==> src/rtl/interrupt_arbiter.sv <==
// rtl/interrupt_arbiter.sv - Wishbone claim/EOI interrupt arbiter with fixed or round-robin priority
//
// Purpose:
//   Picks one pending source from the masked interrupt status vector, raises
//   o_irq for it, and lets software claim it with a single read and retire it
//   with a single end-of-interrupt write.
//
// Ports:
//   clk, reset    system clock, synchronous active-high reset
//   i_wb_*        Wishbone slave request (adr decoded on [15:0]; sel and cyc unused)
//   o_wb_dat      read data, 32-bit word replicated across the bus width
//   o_wb_ack      write ack is combinational, read ack is one cycle after stb
//   o_wb_err      always 0
//   i_int_status  level-sensitive masked interrupt status, one bit per source
//   o_irq         interrupt request to the core, high while a source is pending
//
// Registers (byte offsets on adr[15:0]):
//   0x00 CLAIM  R   {valid, 26'd0, vector}
//   0x04 EOI    W   vector in data[4:0]
//   0x08 STATUS R   {15'd0, eoi_err, 6'd0, state, 3'd0, rr_ptr}; read clears eoi_err
//   0x0C MODE   RW  bit0: 0 = fixed priority, 1 = round-robin
module interrupt_arbiter #(
  parameter int WB_DWIDTH = 128,
  parameter int WB_SWIDTH = 16,
  parameter int N_SRC     = 9
) (
  input  logic                 clk,
  input  logic                 reset,
  input  logic [31:0]          i_wb_adr,
  input  logic [WB_SWIDTH-1:0] i_wb_sel,
  input  logic                 i_wb_we,
  input  logic [WB_DWIDTH-1:0] i_wb_dat,
  output logic [WB_DWIDTH-1:0] o_wb_dat,
  input  logic                 i_wb_cyc,
  input  logic                 i_wb_stb,
  output logic                 o_wb_ack,
  output logic                 o_wb_err,
  input  logic [N_SRC-1:0]     i_int_status,
  output logic                 o_irq
);

  localparam logic [15:0] ADR_CLAIM  = 16'h0000;
  localparam logic [15:0] ADR_EOI    = 16'h0004;
  localparam logic [15:0] ADR_STATUS = 16'h0008;
  localparam logic [15:0] ADR_MODE   = 16'h000C;
  localparam logic [31:0] RD_DEFAULT = 32'h2233_4455;

  typedef enum logic [1:0] {
    S_IDLE       = 2'd0,
    S_PENDING    = 2'd1,
    S_IN_SERVICE = 2'd2
  } state_t;

  state_t      state_q, state_d;
  logic [4:0]  cur_vec_q, cur_vec_d;
  logic [4:0]  rr_ptr_q, rr_ptr_d;
  logic        mode_q, mode_d;
  logic        eoi_err_q, eoi_err_d;
  logic        irq_q, irq_d;
  logic        ack_q, ack_d;
  logic [31:0] rdata_q, rdata_d;

  logic [15:0] adr;
  logic        rd_en;
  logic        wr_en;
  logic [31:0] wdata;

  assign adr = i_wb_adr[15:0];

  // ack_q doubles as "read ack pending": no new transfer is taken while it is set.
  assign rd_en = i_wb_stb & ~i_wb_we & ~ack_q;
  assign wr_en = i_wb_stb &  i_wb_we & ~ack_q;

  // On the wide bus the write word sits in the lane named by adr[3:2].
  if (WB_DWIDTH == 128) begin : g_lane128
    assign wdata = i_wb_dat[{i_wb_adr[3:2], 5'd0} +: 32];
  end else begin : g_lane32
    assign wdata = i_wb_dat[31:0];
  end

  // Arbitration: rotate the status so the search start lands at bit 0, then the
  // lowest set bit of the rotated vector is the winner (offset from the start).
  logic [4:0]       arb_start;
  logic [N_SRC-1:0] rot;
  logic [4:0]       winner;
  logic             cur_pending;
  logic [4:0]       rr_next;

  always_comb begin
    arb_start = mode_q ? rr_ptr_q : 5'd0;
    rot       = N_SRC'({i_int_status, i_int_status} >> arb_start);
    winner    = 5'd0;
    for (int i = N_SRC - 1; i >= 0; i--) begin
      if (rot[i]) begin
        if (int'(arb_start) + i >= N_SRC) winner = 5'(int'(arb_start) + i - N_SRC);
        else                              winner = 5'(int'(arb_start) + i);
      end
    end

    cur_pending = 1'b0;
    for (int i = 0; i < N_SRC; i++) begin
      if (5'(i) == cur_vec_q) cur_pending = i_int_status[i];
    end

    rr_next = (int'(cur_vec_q) + 1 == N_SRC) ? 5'd0 : cur_vec_q + 5'd1;
  end

  logic claim;
  logic eoi_wr;
  logic eoi_ok;

  assign claim  = rd_en & (adr == ADR_CLAIM) & (state_q == S_PENDING);
  assign eoi_wr = wr_en & (adr == ADR_EOI);
  assign eoi_ok = eoi_wr & (state_q == S_IN_SERVICE) & (wdata[4:0] == cur_vec_q);

  always_comb begin
    state_d   = state_q;
    cur_vec_d = cur_vec_q;
    rr_ptr_d  = rr_ptr_q;
    mode_d    = mode_q;
    eoi_err_d = eoi_err_q;
    rdata_d   = rdata_q;
    ack_d     = 1'b0;

    if (rd_en) begin
      ack_d = 1'b1;
      case (adr)
        ADR_CLAIM: begin
          // Valid in PENDING (the claim itself) and IN_SERVICE (idempotent re-read).
          if (state_q == S_PENDING || state_q == S_IN_SERVICE)
            rdata_d = {1'b1, 26'd0, cur_vec_q};
          else
            rdata_d = 32'd0;
        end
        ADR_STATUS: begin
          rdata_d   = {15'd0, eoi_err_q, 6'd0, state_q, 3'd0, rr_ptr_q};
          eoi_err_d = 1'b0;
        end
        ADR_MODE: rdata_d = {31'd0, mode_q};
        default:  rdata_d = RD_DEFAULT;
      endcase
    end

    case (state_q)
      S_IDLE: begin
        if (|i_int_status) begin
          cur_vec_d = winner;
          state_d   = S_PENDING;
        end
      end
      S_PENDING: begin
        // A claim in the same cycle as the source dropping still succeeds.
        if (claim)             state_d = S_IN_SERVICE;
        else if (!cur_pending) state_d = S_IDLE;
      end
      S_IN_SERVICE: begin
        if (eoi_ok) begin
          state_d = S_IDLE;
          if (mode_q) rr_ptr_d = rr_next;
        end
      end
      default: state_d = S_IDLE;
    endcase

    // Placed after the STATUS-read clear so a simultaneous set wins.
    if (eoi_wr && !eoi_ok) eoi_err_d = 1'b1;

    if (wr_en && adr == ADR_MODE) mode_d = wdata[0];
  end

  assign irq_d = (state_d == S_PENDING);

  always_ff @(posedge clk) begin
    if (reset) begin
      state_q   <= S_IDLE;
      cur_vec_q <= 5'd0;
      rr_ptr_q  <= 5'd0;
      mode_q    <= 1'b0;
      eoi_err_q <= 1'b0;
      irq_q     <= 1'b0;
      ack_q     <= 1'b0;
      rdata_q   <= 32'd0;
    end else begin
      state_q   <= state_d;
      cur_vec_q <= cur_vec_d;
      rr_ptr_q  <= rr_ptr_d;
      mode_q    <= mode_d;
      eoi_err_q <= eoi_err_d;
      irq_q     <= irq_d;
      ack_q     <= ack_d;
      rdata_q   <= rdata_d;
    end
  end

  assign o_irq    = irq_q;
  assign o_wb_ack = ack_q | (wr_en & ~reset);
  assign o_wb_err = 1'b0;
  assign o_wb_dat = {(WB_DWIDTH / 32){rdata_q}};

  logic unused_ok;
  assign unused_ok = ^{i_wb_sel, i_wb_cyc, i_wb_adr[31:16], wdata[31:5]};

endmodule

==> config.mk <==
export PLATFORM = sky130hd
export DESIGN_NAME = interrupt_arbiter
export DESIGN_NICKNAME = d
export VERILOG_FILES = /design/src/rtl/interrupt_arbiter.sv
export SDC_FILE = /design/constraint.sdc
export NUM_CORES = 1
export LEC_CHECK = 0
export ABC_AREA = 1
export CORE_AREA = 5 5 120 122
export DETAILED_ROUTE_END_ITERATION = 8
export DIE_AREA = 0 0 125 127
export DONT_BUFFER_PORTS = 1
export GPL_TIMING_DRIVEN = 0
export PLACE_DENSITY_LB_ADDON = 0.2
export SLEW_MARGIN = 30
export SYNTH_ARGS = -nofsm -noshare
export SYNTH_HDL_FRONTEND = slang
export SYNTH_SLANG_ARGS = --single-unit
==> constraint.sdc <==
create_clock -name clk -period 3.1 [get_ports clk]
set_input_delay 0.62 -clock clk [delete_from_list [all_inputs] [get_ports clk]]
set_output_delay 0.62 -clock clk [all_outputs]
set_load 0.01 [all_outputs]
== After elaboration in Yosys (flattened, before gate mapping) ==
Cells that the tools add are included.

* Output and inout bits: 131
* Input bits: 190
* Register bits: 48

* Reductions and logical operators: 13
* Mux-type cells: 40
* Equality and inequality tests: 16
* Bitwise logic cells: 14
* Add/sub/neg operators: 19
* Shift operators: 2
* Magnitude comparators: 9

{| class="wikitable"
|+ Operators with widths
! cell !! number
|-
| 128-bit by 8-bit indexed part select with 5-bit output || 1
|-
| 5-bit two-way mux || 20
|-
| 32-bit case mux with 3 select lines || 1
|-
| 6-bit by 4-bit >= comparator with 1-bit output, second input constant || 8
|-
| 5-bit subtractor, second input constant || 8
|-
| 16-bit by 4-bit == test with 1-bit output, second input constant || 2
|-
| 32-bit two-way mux || 1
|-
| 5-bit by 3-bit adder with 6-bit output, second input constant || 4
|-
| 3-bit by 5-bit == test with 1-bit output, first input constant || 4
|-
| 18-bit by 5-bit right shift with 9-bit output || 1
|-
| 16-bit by 3-bit == test with 1-bit output, second input constant || 1
|-
| 16-bit logical NOT || 1
|-
| 1-bit two-way mux || 13
|-
| 5-bit by 1-bit adder with 6-bit output, second input constant || 2
|-
| 5-bit by 2-bit adder with 6-bit output, second input constant || 2
|-
| 1-bit AND || 10
|-
| 2-bit by 5-bit == test with 1-bit output, first input constant || 2
|-
| 9-bit OR reduction || 1
|-
| 2-bit two-way mux || 4
|-
| 5-bit by 4-bit adder with 6-bit output, second input constant || 1
|-
| 6-bit by 4-bit == test with 1-bit output, second input constant || 1
|-
| 2-bit case mux with 3 select lines || 1
|-
| 5-bit by 1-bit adder with 5-bit output, second input constant || 1
|-
| 1-bit by 5-bit == test with 1-bit output, first input constant || 1
|-
| 16 further kinds || 22
|}

== Logic depth before layout (Yosys ltp) ==
* Word-level depth: 14
* Depth in mapped cells: 25

== Least setup slack after synthesis ==
Ideal clock, no wire load.

* Kind: register to register
* Start point: register rr_ptr_q[2]
* End point: register cur_vec_q[2]
* Stages on the path, launching flop included: 25
* Data arrival time: 2.474 ns
* Data required time: 2.969 ns
* Period minus slack after synthesis: 2.604 ns
* Setup time: 0.131 ns
* Buffers on the path: 3
* Slack: 0.496 ns
* Cells stage by stage: dfxtp_1 > clkbuf_2 > nand2_4 > buf_6 > buf_6 > inv_1 > ha_1 > nor2_1 > nand2_1 > a21oi_2 > nand3_2 > nand2_1 > nand2_1 > nor2_1 > nor2_1 > nand2_1 > nand2_1 > nand2_1 > nand2_1 > nand2_1 > nand2_1 > nand2_1 > nand2_1 > nand2_1 > a21oi_2

* Word-level cells in the longest chain between the ends: 13
* Elaborated cells between the ends (all ways): 46
* Those cells by class: 17 x add/sub; 9 x order compare; 1 x shift; 19 x mux

{| class="wikitable"
|+ RTL lines
! what !! line !! text
|-
| from (decl) || 56 || <nowiki>logic [4:0] rr_ptr_q, rr_ptr_d;</nowiki>
|-
| from (signal assigned) || 186 || <nowiki>rr_ptr_q <= rr_ptr_d;</nowiki>
|-
| 5-bit two-way mux (*) || 90 || <nowiki>arb_start = mode_q ? rr_ptr_q : 5'd0;</nowiki>
|-
| 5-bit by 4-bit adder with 6-bit output || 95, 96 ||
|-
| 5-bit subtractor / 6-bit by 4-bit >= comparator with 1-bit output (equally long branches) || 95 || <nowiki>if (int'(arb_start) + i >= N_SRC) winner = 5'(int'(arb_start) + i - N_SRC);</nowiki>
|-
| 5-bit two-way mux || 95 ||
|-
| 5-bit two-way mux (8 in a row) || 94 || <nowiki>if (rot[i]) begin</nowiki>
|-
| 5-bit two-way mux (*) || 94 ||
|-
| to (signal assigned) || 185 || <nowiki>cur_vec_q <= cur_vec_d;</nowiki>
|-
| to (decl) || 55 || <nowiki>logic [4:0] cur_vec_q, cur_vec_d;</nowiki>
|}

Mark *: on every way between the ends. The rest lies on a longest branch, timed or not.
A chain may end at the register's enable or synchronous reset.

== Worst setup path after layout ==
* Start point: register mode_q
* End point: register cur_vec_q[3]

* Word-level cells in the longest chain between the ends: 13
* Elaborated cells between the ends (all ways): 46
* Those cells by class: 17 x add/sub; 9 x order compare; 1 x shift; 19 x mux

{| class="wikitable"
|+ RTL lines
! what !! line !! text
|-
| from (decl) || 57 || <nowiki>logic mode_q, mode_d;</nowiki>
|-
| from (signal assigned) || 187 || <nowiki>mode_q <= mode_d;</nowiki>
|-
| 5-bit two-way mux (*) || 90 ||
|-
| 5-bit by 4-bit adder with 6-bit output || 95, 96 ||
|-
| 5-bit subtractor / 6-bit by 4-bit >= comparator with 1-bit output (equally long branches) || 95 ||
|-
| 5-bit two-way mux || 95 ||
|-
| 5-bit two-way mux (8 in a row) || 94 ||
|-
| 5-bit two-way mux (*) || 94 ||
|}

Marked as above.

==> summary by stage <==
Floorplan
The I/O pin count is 321. The overall die width is 125 um. The effective utilization at floorplan is 39.0%. The die area is 15900 um2. The total area inside the core boundary comes to 13100 um2. The placement row count is 42. The chip height is 127 um.

Setup path
The startpoint class of the critical path is a flop. For flop-to-flop paths, the worst setup slack is 0.23 ns. The capture instance of the worst register-to-register path is cur_vec_q[3]$_SDFFE_PP0P_. The worst register-to-register path begins at mode_q$_SDFFE_PP0P_. The worst-case reg-to-reg path depth is 22. The critical path starts at mode_q$_SDFFE_PP0P_. The worst setup path is captured at a flop. In this run the worst setup path terminates at cur_vec_q[3]$_SDFFE_PP0P_. The critical path class is reg -> reg. At the worst endpoint, the arrival time is 3.00 ns. For the worst setup path, the data required time is 3.23 ns. The maximum fanout along the worst path is 12.

Clock tree
The number of H-tree levels is 1. CTS saw 26 sinks. At the later pin of the worst-skew pair, clock insertion delay measures 0.26 ns. Counting along the longest clock path gives a buffer depth of 2.

After clock tree synthesis, the clock-pin slew on the worst setup and hold paths is 0.07 ns. TritonCTS created 3 clock buffers. The clock tree root buffer cell is sky130_fd_sc_hd__clkbuf_16. TritonCTS built the clock tree.

Logic synthesis
The per-instance average area after synthesis is 6.11 um2. The cell area after synthesis is 5100 um2. Of the synthesized area, sequential elements account for 10.2%. The number of warnings printed during yosys synthesis is 0. The most used flip-flop cell after synthesis is sky130_fd_sc_hd__dfxtp_1.

The library cell with the largest summed area after synthesis is sky130_fd_sc_hd__buf_4. The number of enable flip-flop cells after synthesis is 0. The share of Yosys cell area claimed by the top area cell type is 18.0%. The synthesized design contains 26 register bits. The share of synthesized registers carrying an async set or reset is 0%. The number of different library cells used by synthesis comes to 59. Synthesis produced a netlist whose cell count is 835. Yosys attributes the largest share of cell area to sky130_fd_sc_hd__buf_4 (18%), sky130_fd_sc_hd__nand2_1 (15%), sky130_fd_sc_hd__dfxtp_1 (10%).

Pwr
Summed over all cells, the static leakage comes to 3.03 nW. Across the VDD grid, the largest voltage drop is 0.000232 V. Dividing total power by cell area gives a power density of 202 nW/um2.

Global route
The via count of the first global-routing pass was 4750. The maximum number of pins on one net before global-route repair is 34. The first global-routing pass estimated 24000 um of wire. The total global routing track utilization is 17.6%.

The initial antenna violation count is 0. The total overflow left after global routing is 0.

Placed design
The HPWL after detailed placement is 12200 um. The global placement routability congestion is 0.909. Once placement completed, the tool counted placed cells totaling 1071. The total of buffers placed on input and output ports is 0.

Detailed routing
The antenna violation net count after detailed routing is 0. The final layout contains routed wiring with a total length of 15200 um. Dividing the detail-routed wire length by the instance count gives 14.1 um. The detailed-route via count is 5227.

The post-detailed-route via-to-cell ratio is 4.84. For this run, the detailed router's first-pass iteration total came to 5. The detailed router's first-iteration violation count is 370.

The final routed DRC violation total is 0.

Layout
Measured on the finished design, the core utilization comes to 44.4%. The count of nets after finishing is 1122. The multi-input combinational cells in the finished layout cover a total of 3510 um2. The layout has 1394 filler cells.

In the final layout, the share of cells above drive strength 1 is 24.3%. The library cells used most frequently in the layout, excluding fill and tap cells, are sky130_fd_sc_hd__nand2_1 (205), sky130_fd_sc_hd__buf_4 (127), sky130_fd_sc_hd__inv_1 (75). Relative to the synthesized area, the layout overhead comes to 13.9%.

The number of diodes is 0. The leading cell type in the layout, fill and taps excluded is sky130_fd_sc_hd__nand2_1. The number of non-filler instances in the completed layout is 1079. Summing all flip-flop and latch instances after layout gives 526 um2.

Timing
After layout, the minimum clock period comes to 2.87 ns. The worst slew margin relative to its limit is 39.2%. The final setup skew is 0.00474 ns.

The number of max-slew violations in the final report is 0. Setup violations remaining at the end of the flow were counted as 0. Hold timing on the final database bottoms out at a slack of 0.430 ns. Based on the critical path, the design can be clocked at up to 348 MHz.

The total count of hold-check failures in the final report is 0. The final clock period utilization by the worst path is 92.7%. At the pin with the least slew margin, the transition time is 0.906 ns.

Status
The run finished with clean final reports.

Flow run
The reported max-cap violation count is 0.

Hold path
In this run the most critical hold path is launched from reset. The path class of the tightest hold or removal check is in -> reg.
[cell usage after synthesis, types with 6 or more instances]
master / n
sky130_fd_sc_hd__dfxtp_1: 26
sky130_fd_sc_hd__buf_4: 122
sky130_fd_sc_hd__o21ai_1: 13
sky130_fd_sc_hd__xor2_1: 15
sky130_fd_sc_hd__buf_2: 6
sky130_fd_sc_hd__a21oi_1: 57
sky130_fd_sc_hd__nand4_1: 8
sky130_fd_sc_hd__nand3_2: 9
sky130_fd_sc_hd__nor3_1: 8
sky130_fd_sc_hd__inv_1: 75
sky130_fd_sc_hd__buf_6: 7
sky130_fd_sc_hd__nand2_2: 10
sky130_fd_sc_hd__a22oi_1: 7
sky130_fd_sc_hd__nor2_1: 52
sky130_fd_sc_hd__ha_1: 28
sky130_fd_sc_hd__o21ai_0: 34
sky130_fd_sc_hd__nand2_1: 207
sky130_fd_sc_hd__inv_2: 10
sky130_fd_sc_hd__nand3_1: 67
[critical path: stages, from the launching register on]
cell and delay (ns):
sky130_fd_sc_hd__dfxtp_2 0.35, sky130_fd_sc_hd__buf_6 0.15, sky130_fd_sc_hd__nand2_4 0.11, sky130_fd_sc_hd__buf_8 0.15, sky130_fd_sc_hd__buf_8 0.16, sky130_fd_sc_hd__inv_1 0.10
sky130_fd_sc_hd__ha_4 0.21, sky130_fd_sc_hd__nor2_4 0.15, sky130_fd_sc_hd__nand2_1 0.10, sky130_fd_sc_hd__a21oi_2 0.21, sky130_fd_sc_hd__nand3_4 0.12, sky130_fd_sc_hd__nand2_2 0.08
sky130_fd_sc_hd__nor2_1 0.04, sky130_fd_sc_hd__nor2_1 0.11, sky130_fd_sc_hd__a21oi_2 0.10, sky130_fd_sc_hd__o21ai_1 0.09, sky130_fd_sc_hd__nand2_1 0.09, sky130_fd_sc_hd__nand2_1 0.07
sky130_fd_sc_hd__nand2_1 0.06, sky130_fd_sc_hd__nand2_1 0.10, sky130_fd_sc_hd__nand2_1 0.06, sky130_fd_sc_hd__nand2_1 0.06, sky130_fd_sc_hd__a21oi_1 0.06
[worst min path at each step]
stage / end / slack [ns] / cells past startpoint
floorplan: rdata_q[16]$_SDFFE_PP0P_ / 0.44 / 2
global placement: eoi_err_q$_SDFFE_PP0P_ / 0.47 / 2
detailed placement: eoi_err_q$_SDFFE_PP0P_ / 0.48 / 2
CTS: rr_ptr_q[1]$_SDFFE_PP0P_ / 0.43 / 1
global route: rr_ptr_q[1]$_SDFFE_PP0P_ / 0.43 / 1
finish: mode_q$_SDFFE_PP0P_ / 0.43 / 1
[cell families after synthesis]
group | count (synthesis) | share of synthesized area, %
buffers and inverters | 228 | 27.0
AOI/OAI and AO/OA | 148 | 17.3
DFF | 26 | 10.2
and+or+nand+nor | 383 | 34.7
adders and majority gates | 28 | 6.87
other | 1 | 0.0735
xor gates and xnor gates | 21 | 3.90
[final cells by class]
cell class / instances / area share, %
repair buffers: 6 / 0.948
clock inverters: 1 / 0.517
multi-input cells: 641 / 60.5
clock buffers: 3 / 1.29
inverters: 89 / 5.82
plain buffers: 137 / 18.1
flip-flops and latches: 26 / 9.05
well taps: 176 / 3.79
[sequential cells by signal (all words and copies together), names as in the netlist]
name / count
rdata_q: 10
cur_vec_q: 5
rr_ptr_q: 5
state_q: 2
ack_q: 1
eoi_err_q: 1
mode_q: 1
o_irq: 1
[through the flow]
stage               setup WS [ns]  TNS, ns  power, W  cell area (um2)
floorplan                   0.496        0  0.000737             5330
global placement           -0.265   -0.663  0.000807             5550
detailed placement         -0.243   -0.580  0.000807             5550
CTS                       0.00569        0   0.00117             5680
global route              -0.0264  -0.0446   0.00125             5810
finish                      0.226        0   0.00117             5810
[report_power, final]
| part | internal (W) | total (W) | switching (W) |
|---|---|---|---|
| logic | 0.000179 | 0.000421 | 0.000242 |
| clock network | 0.000257 | 0.000369 | 0.000113 |
| registers | 0.000352 | 0.000384 | 0.0000322 |
| total | 0.000788 | 0.00117 | 0.000386 |
[routing by layer]
metal  global-route usage (%)  part of all wire (%)  vias up  wire, um
met3                     2.17                   6.5       14       991
met5                        0                     0        -         0
li1                         -                     -     2680         -
met2                     28.7                    46      211      6990
met1                     25.3                    46     2322      7000
met4                     2.93                   1.2        0       185
[timing repair]
item                       in CTS  in global routing
pin swaps                       0                  4
setup endpoints to repair       5                  5
hold buffers                    0                  0
cloned                          0                  1
buffers inserted                0                  5
hold endpoints to repair        0                  0
gates resized for setup         6                 28
No activity file was read; power rests on OpenSTA's default activity.
